$ cat src/rtl/psu_sw_pwrgd_mon.sv
// Switched 12V rail power-good monitor: synchronizes and filters the rail power-good,
// qualifies it for the master sequencer and latches timeout / loss / illegal-enable faults.
module psu_sw_pwrgd_mon #(
    parameter int TIMEOUT_CYC = 2000,
    parameter int FILT_CYC    = 4,
    parameter int BLANK_CYC   = 16
) (
    input  logic       iClk,
    input  logic       iRst_n,
    input  logic       ienable,
    input  logic       iFM_AUX_SW_EN,
    input  logic       iFM_S3_SW_P12V_STBY_EN,
    input  logic       iFM_S3_SW_P12V_EN,
    input  logic       iPWRGD_P12V_SW,
    input  logic       iClearFault,
    output logic       oPWRGD_P12V_SW_QUAL,
    output logic       oFault,
    output logic [1:0] oFaultCode
);

    localparam logic [1:0] IDLE    = 2'd0;
    localparam logic [1:0] WAIT_PG = 2'd1;
    localparam logic [1:0] GOOD    = 2'd2;
    localparam logic [1:0] FAULT   = 2'd3;

    localparam logic [1:0] CODE_NONE    = 2'b00;
    localparam logic [1:0] CODE_TIMEOUT = 2'b01;
    localparam logic [1:0] CODE_LOST    = 2'b10;
    localparam logic [1:0] CODE_ILLEGAL = 2'b11;

    localparam logic [15:0] TO_LAST   = 16'(TIMEOUT_CYC - 1);
    localparam logic [7:0]  FILT_LEN  = 8'(FILT_CYC);
    localparam logic [7:0]  BLANK_LEN = 8'(BLANK_CYC);

    logic        req;
    logic        illegal;
    logic        auxRise;
    logic        pgSync_p0;
    logic        pgSync_p1;
    logic [7:0]  filtCnt;
    logic        pgF;
    logic [1:0]  state;
    logic [1:0]  faultCode;
    logic [15:0] toCnt;
    logic [7:0]  blankCnt;
    logic        auxPrev;

    assign req     = iFM_AUX_SW_EN | iFM_S3_SW_P12V_STBY_EN | iFM_S3_SW_P12V_EN;
    assign illegal = iFM_AUX_SW_EN & iFM_S3_SW_P12V_STBY_EN;
    assign auxRise = iFM_AUX_SW_EN & ~auxPrev;

    // Stage p0/p1: two-flop synchronizer, then the consecutive-high filter
    always_ff @(posedge iClk) begin
        if (!iRst_n) begin
            pgSync_p0 <= 1'b0;
            pgSync_p1 <= 1'b0;
            filtCnt   <= 8'd0;
            pgF       <= 1'b0;
        end else begin
            pgSync_p0 <= iPWRGD_P12V_SW;
            pgSync_p1 <= pgSync_p0;
            if (!pgSync_p1) begin
                filtCnt <= 8'd0;
                pgF     <= 1'b0;
            end else if (filtCnt < FILT_LEN) begin
                filtCnt <= filtCnt + 8'd1;
                if (filtCnt == FILT_LEN - 8'd1)
                    pgF <= 1'b1;
            end
        end
    end

    // A STBY-to-AUX handover briefly drops the rail; mask the loss for BLANK_CYC cycles
    always_ff @(posedge iClk) begin
        if (!iRst_n) begin
            auxPrev  <= 1'b0;
            blankCnt <= 8'd0;
        end else begin
            auxPrev <= iFM_AUX_SW_EN;
            if (state == GOOD && auxRise)
                blankCnt <= BLANK_LEN;
            else if (blankCnt != 8'd0)
                blankCnt <= blankCnt - 8'd1;
        end
    end

    always_ff @(posedge iClk) begin
        if (!iRst_n) begin
            state     <= IDLE;
            faultCode <= CODE_NONE;
            toCnt     <= 16'd0;
        end else begin
            case (state)
                IDLE: begin
                    if (ienable && req) begin
                        state <= WAIT_PG;
                        toCnt <= 16'd0;
                    end
                end
                WAIT_PG: begin
                    if (illegal) begin
                        state     <= FAULT;
                        faultCode <= CODE_ILLEGAL;
                    end else if (!ienable || !req) begin
                        state <= IDLE;
                    end else if (pgF) begin
                        state <= GOOD;
                    end else if (toCnt == TO_LAST) begin
                        state     <= FAULT;
                        faultCode <= CODE_TIMEOUT;
                    end else begin
                        toCnt <= toCnt + 16'd1;
                    end
                end
                GOOD: begin
                    if (illegal) begin
                        state     <= FAULT;
                        faultCode <= CODE_ILLEGAL;
                    end else if (!ienable || !req) begin
                        state <= IDLE;
                    end else if (!pgF && blankCnt == 8'd0) begin
                        state     <= FAULT;
                        faultCode <= CODE_LOST;
                    end
                end
                FAULT: begin
                    // Only an explicit clear with all switch requests dropped releases the fault
                    if (iClearFault && !req) begin
                        state     <= IDLE;
                        faultCode <= CODE_NONE;
                    end
                end
                default: state <= IDLE;
            endcase
        end
    end

    assign oPWRGD_P12V_SW_QUAL = (state == GOOD);
    assign oFault              = (state == FAULT);
    assign oFaultCode          = faultCode;

endmodule

$ cat config.mk
export PLATFORM = sky130hd
export DESIGN_NAME = psu_sw_pwrgd_mon
export DESIGN_NICKNAME = d
export VERILOG_FILES = /design/src/rtl/psu_sw_pwrgd_mon.sv
export SDC_FILE = /design/constraint.sdc
export NUM_CORES = 1
export LEC_CHECK = 0
export CORE_MARGIN = 5
export CORE_UTILIZATION = 30
export CTS_CLUSTER_DIAMETER = 150
export DETAILED_ROUTE_END_ITERATION = 7
export PLACE_DENSITY = 0.49
export REMOVE_ABC_BUFFERS = 1
export SETUP_SLACK_MARGIN = 0.3
export SLEW_MARGIN = 10
export SYNTH_ARGS = -nofsm -noshare
export SYNTH_HDL_FRONTEND = slang
export SYNTH_SLANG_ARGS = --single-unit
$ cat constraint.sdc
create_clock -name iClk -period 3.3 [get_ports iClk]
set_clock_uncertainty 0.2 [all_clocks]
set_input_delay 0.33 -clock iClk [delete_from_list [all_inputs] [get_ports iClk]]
set_output_delay 0.33 -clock iClk [all_outputs]
set_load 0.1 [all_outputs]
==> results.cfg <==
[run_status]
run_status = completed

[finish]
num_antenna_cells = 0
drive_gt1_share_pct = 9.600
syn2layout_area_growth_pct = 15.59
layout_commonest_cell = dfxtp_1
final_util_pct = 35.74
stdcell_count = 327
final_cell_mix = dfxtp_1 (40), nor2_1 (25), nand2_1 (21), nand3_1 (18), o21ai_0 (14)
final_nets = 260

[setup_path]
rr_worst_depth = 5
rr_startpoint = toCnt[5]
cp_top_family = simple AND/OR/NAND/NOR gates
start_kind = flop
slowest_stage = or4_4
slowest_delay_ns = 0.56
worstSetupPathType = flop to flop
endpoint = toCnt[14]
rrSetupSlack_ns = 0.87
cp.arrival_ns = 2.45
cp-startpoint = toCnt[5]
critical_path.cell_chain = or4_1, or4_4, a31oi_4, nor2_2, a311oi_1
required_ns = 3.32
cp_num_cells = 5
path_buf_inv = 0
worstPathMaxFanout = 9
r2r-end = toCnt[14]
cp-end-kind = flop

[logic_synthesis]
synthArstFlopShare_pct = 0
yosysWarnings = 0
yosysTopAreaCell = dfxtp_1
synth_cells = 237
synth_top_flop_cell = dfxtp_1
seq_area_frac_synth_pct = 40.56
yosys.cell_types.count = 51
synth_area_leaders = dfxtp_1 (41%), nor2_1 (4.8%), nand3_1 (4.6%)
synth_edf_count = 0
syn_area_sq_mm = 0.001974
syn_avg_cell_area_sq_um = 8.331
synth-seq-cells = 40
synth_top_area_share_pct = 40.56

[drt]
vias = 1687
routedWlPerCell_microns = 13.66
drtPass1Iterations = 4
first_iter_violations = 54
viasPerCell = 5.159
drc = 0
wirelength_microns = 4466
ant_nets = 0

[min_path]
hold_path.class = flop to flop

[clock_network]
cts-htree-levels = 2
hold_buffers = 0
postCtsSetupBuffers = 0
clk_latency_ns = 0.30
cts_tree = built
ctsResizeCount = 0
clkSinkCount = 40
clockBufferDepth = 2
clockRootBuffer = clkbuf_8
numCtsBuffers = 5
clk_pin_slew_ns = 0.08

[sta]
period_share_pct = 73.78
relSlewSlack_pct = 35.12
finalHoldViolCount = 0
min_period_ns = 2.435
max_freq_mhz = 410.7
setup_violations = 0
finalMaxSlewViolations = 0
rsz0062_at_grt = false
fin_tns_setup_ns = 0
max_slew.worst_pin.slew_ns = 0.9701

[floorplanning]
ios = 12
rows = 29
dieArea_sq_mm = 0.008304
chipWidth_microns = 91.13
core_area_sq_mm = 0.006386
start_util_pct = 30.92
die_y_microns = 91.13

[pwr]
ir_worst_vdd_mv = 0.3512
switching_share_pct = 34.11
seq_power_share_pct = 39.8
p_per_area_mw_per_mm2 = 656.8
pwr-share-comb_pct = 30.7
p_switching_mw = 0.5113
leakagePower_nw = 0.8717
p_clk_share_pct = 29.5
cell_internal_pwr_mw = 0.9875

[global_route]
grt_pass1_vias = 1626
overflow = 0
antenna_found_initial = 0
grt_pass1_wl_microns = 7817
grt_max_degree = 29
grt_usage_pct = 11.50

[place]
portBuffers = 11
dpl.hpwl_microns = 3177
placedCellCount = 319
gp_congestion = 0.8610

[job]
maxCapViolCount = 0
-- synth_stat cells, drive strengths merged (2+ instances only) --
cell type	instances
dfxtp	40
nor2	26
nand2	21
nand3	18
o21ai	14
a21oi	13
nor3	12
and3	9
inv	8
and2	7
clkbuf	6
xor2	6
o311ai	5
mux2i	4
nand2b	4
xnor2	4
a211oi	3
buf	3
ha	3
or4	3
a41oi	2
nand4	2
o221a	2
o31ai	2
or2	2
or3	2
-- flip-flops by register name (all words and copies together), names as in the netlist --
signal,cells
toCnt,16
auxPrev,1
pgF,1
state,2
pgSync_p0,1
blankCnt,8
oFaultCode,2
pgSync_p1,1
filtCnt,8
-- stage by stage --
step / hold WS, ns / area, sq um / worst slack, ns / total power, mW
CTS: 0.2583 / 2282 / 0.8469 / 1.518
detailed placement: 0.2473 / 2156 / 0.7387 / 1.069
floorplan: 0.2118 / 1932 / 1.074 / 0.9557
global route: 0.2879 / 2282 / 0.7193 / 1.598
finish: 0.2530 / 2282 / 0.8653 / 1.499
global placement: 0.2384 / 2156 / 0.7780 / 1.075
-- worst min path at each step --
| stage | from | to | cells after the start |
|---|---|---|---|
| floorplan | pgSync_p0 | pgSync_p1 | 1 |
| global placement | filtCnt[2] | filtCnt[2] | 2 |
| detailed placement | filtCnt[2] | filtCnt[2] | 2 |
| CTS | filtCnt[2] | filtCnt[2] | 2 |
| global route | filtCnt[2] | filtCnt[2] | 2 |
| finish | filtCnt[2] | filtCnt[2] | 2 |
-- metal layers --
metal,track usage (%),up-vias,wire length (microns)
met5,0,-,0
met4,4.279,0,89
met3,3.719,10,152
met2,17.01,22,1952
met1,15.57,782,2271
li1,-,873,-
-- power groups by stage --
stage	logic (mW)	clock network, mW	registers (mW)
3_3_place_gp	0.465	0	0.610
2_1_floorplan	0.317	0	0.639
3_5_place_dp	0.462	0	0.607
5_1_grt	0.511	0.480	0.607
6_report	0.460	0.443	0.597
4_1_cts	0.465	0.456	0.597
-- cell families (layout without fill, tap and decap cells) --
kind of cell,after synthesis,after routing,share of synthesized area [%]
flops,40,40,40.56
fa+ha+maj,3,3,1.901
xor+xnor,10,10,4.436
buf+inv,18,31,3.865
compound gates,51,51,18.38
simple gates,111,111,28.84
mux,4,4,2.028
-- tightest hold or removal path, delay by kind of cell, from the launching register on --
| kind | cells | cell delay [ns] |
|---|---|---|
| AO/OA/AOI/OAI | 1 | 0.05 |
| buffers and inverters | 1 | 0.05 |
| flip-flops | 1 | 0.31 |
-- layout make-up --
| cell class | count | area [sq um] |
|---|---|---|
| Tap cell | 77 | 96.34 |
| Timing Repair Buffer | 14 | 127.6 |
| Sequential cell | 40 | 800.8 |
| Multi-Input combinational cell | 179 | 1097 |
| Inverter | 9 | 33.78 |
| Clock buffer | 7 | 96.34 |
| Fill cell | 665 | 4104 |
| Clock inverter | 1 | 30.03 |
No activity file was read; power rests on OpenSTA's default activity.
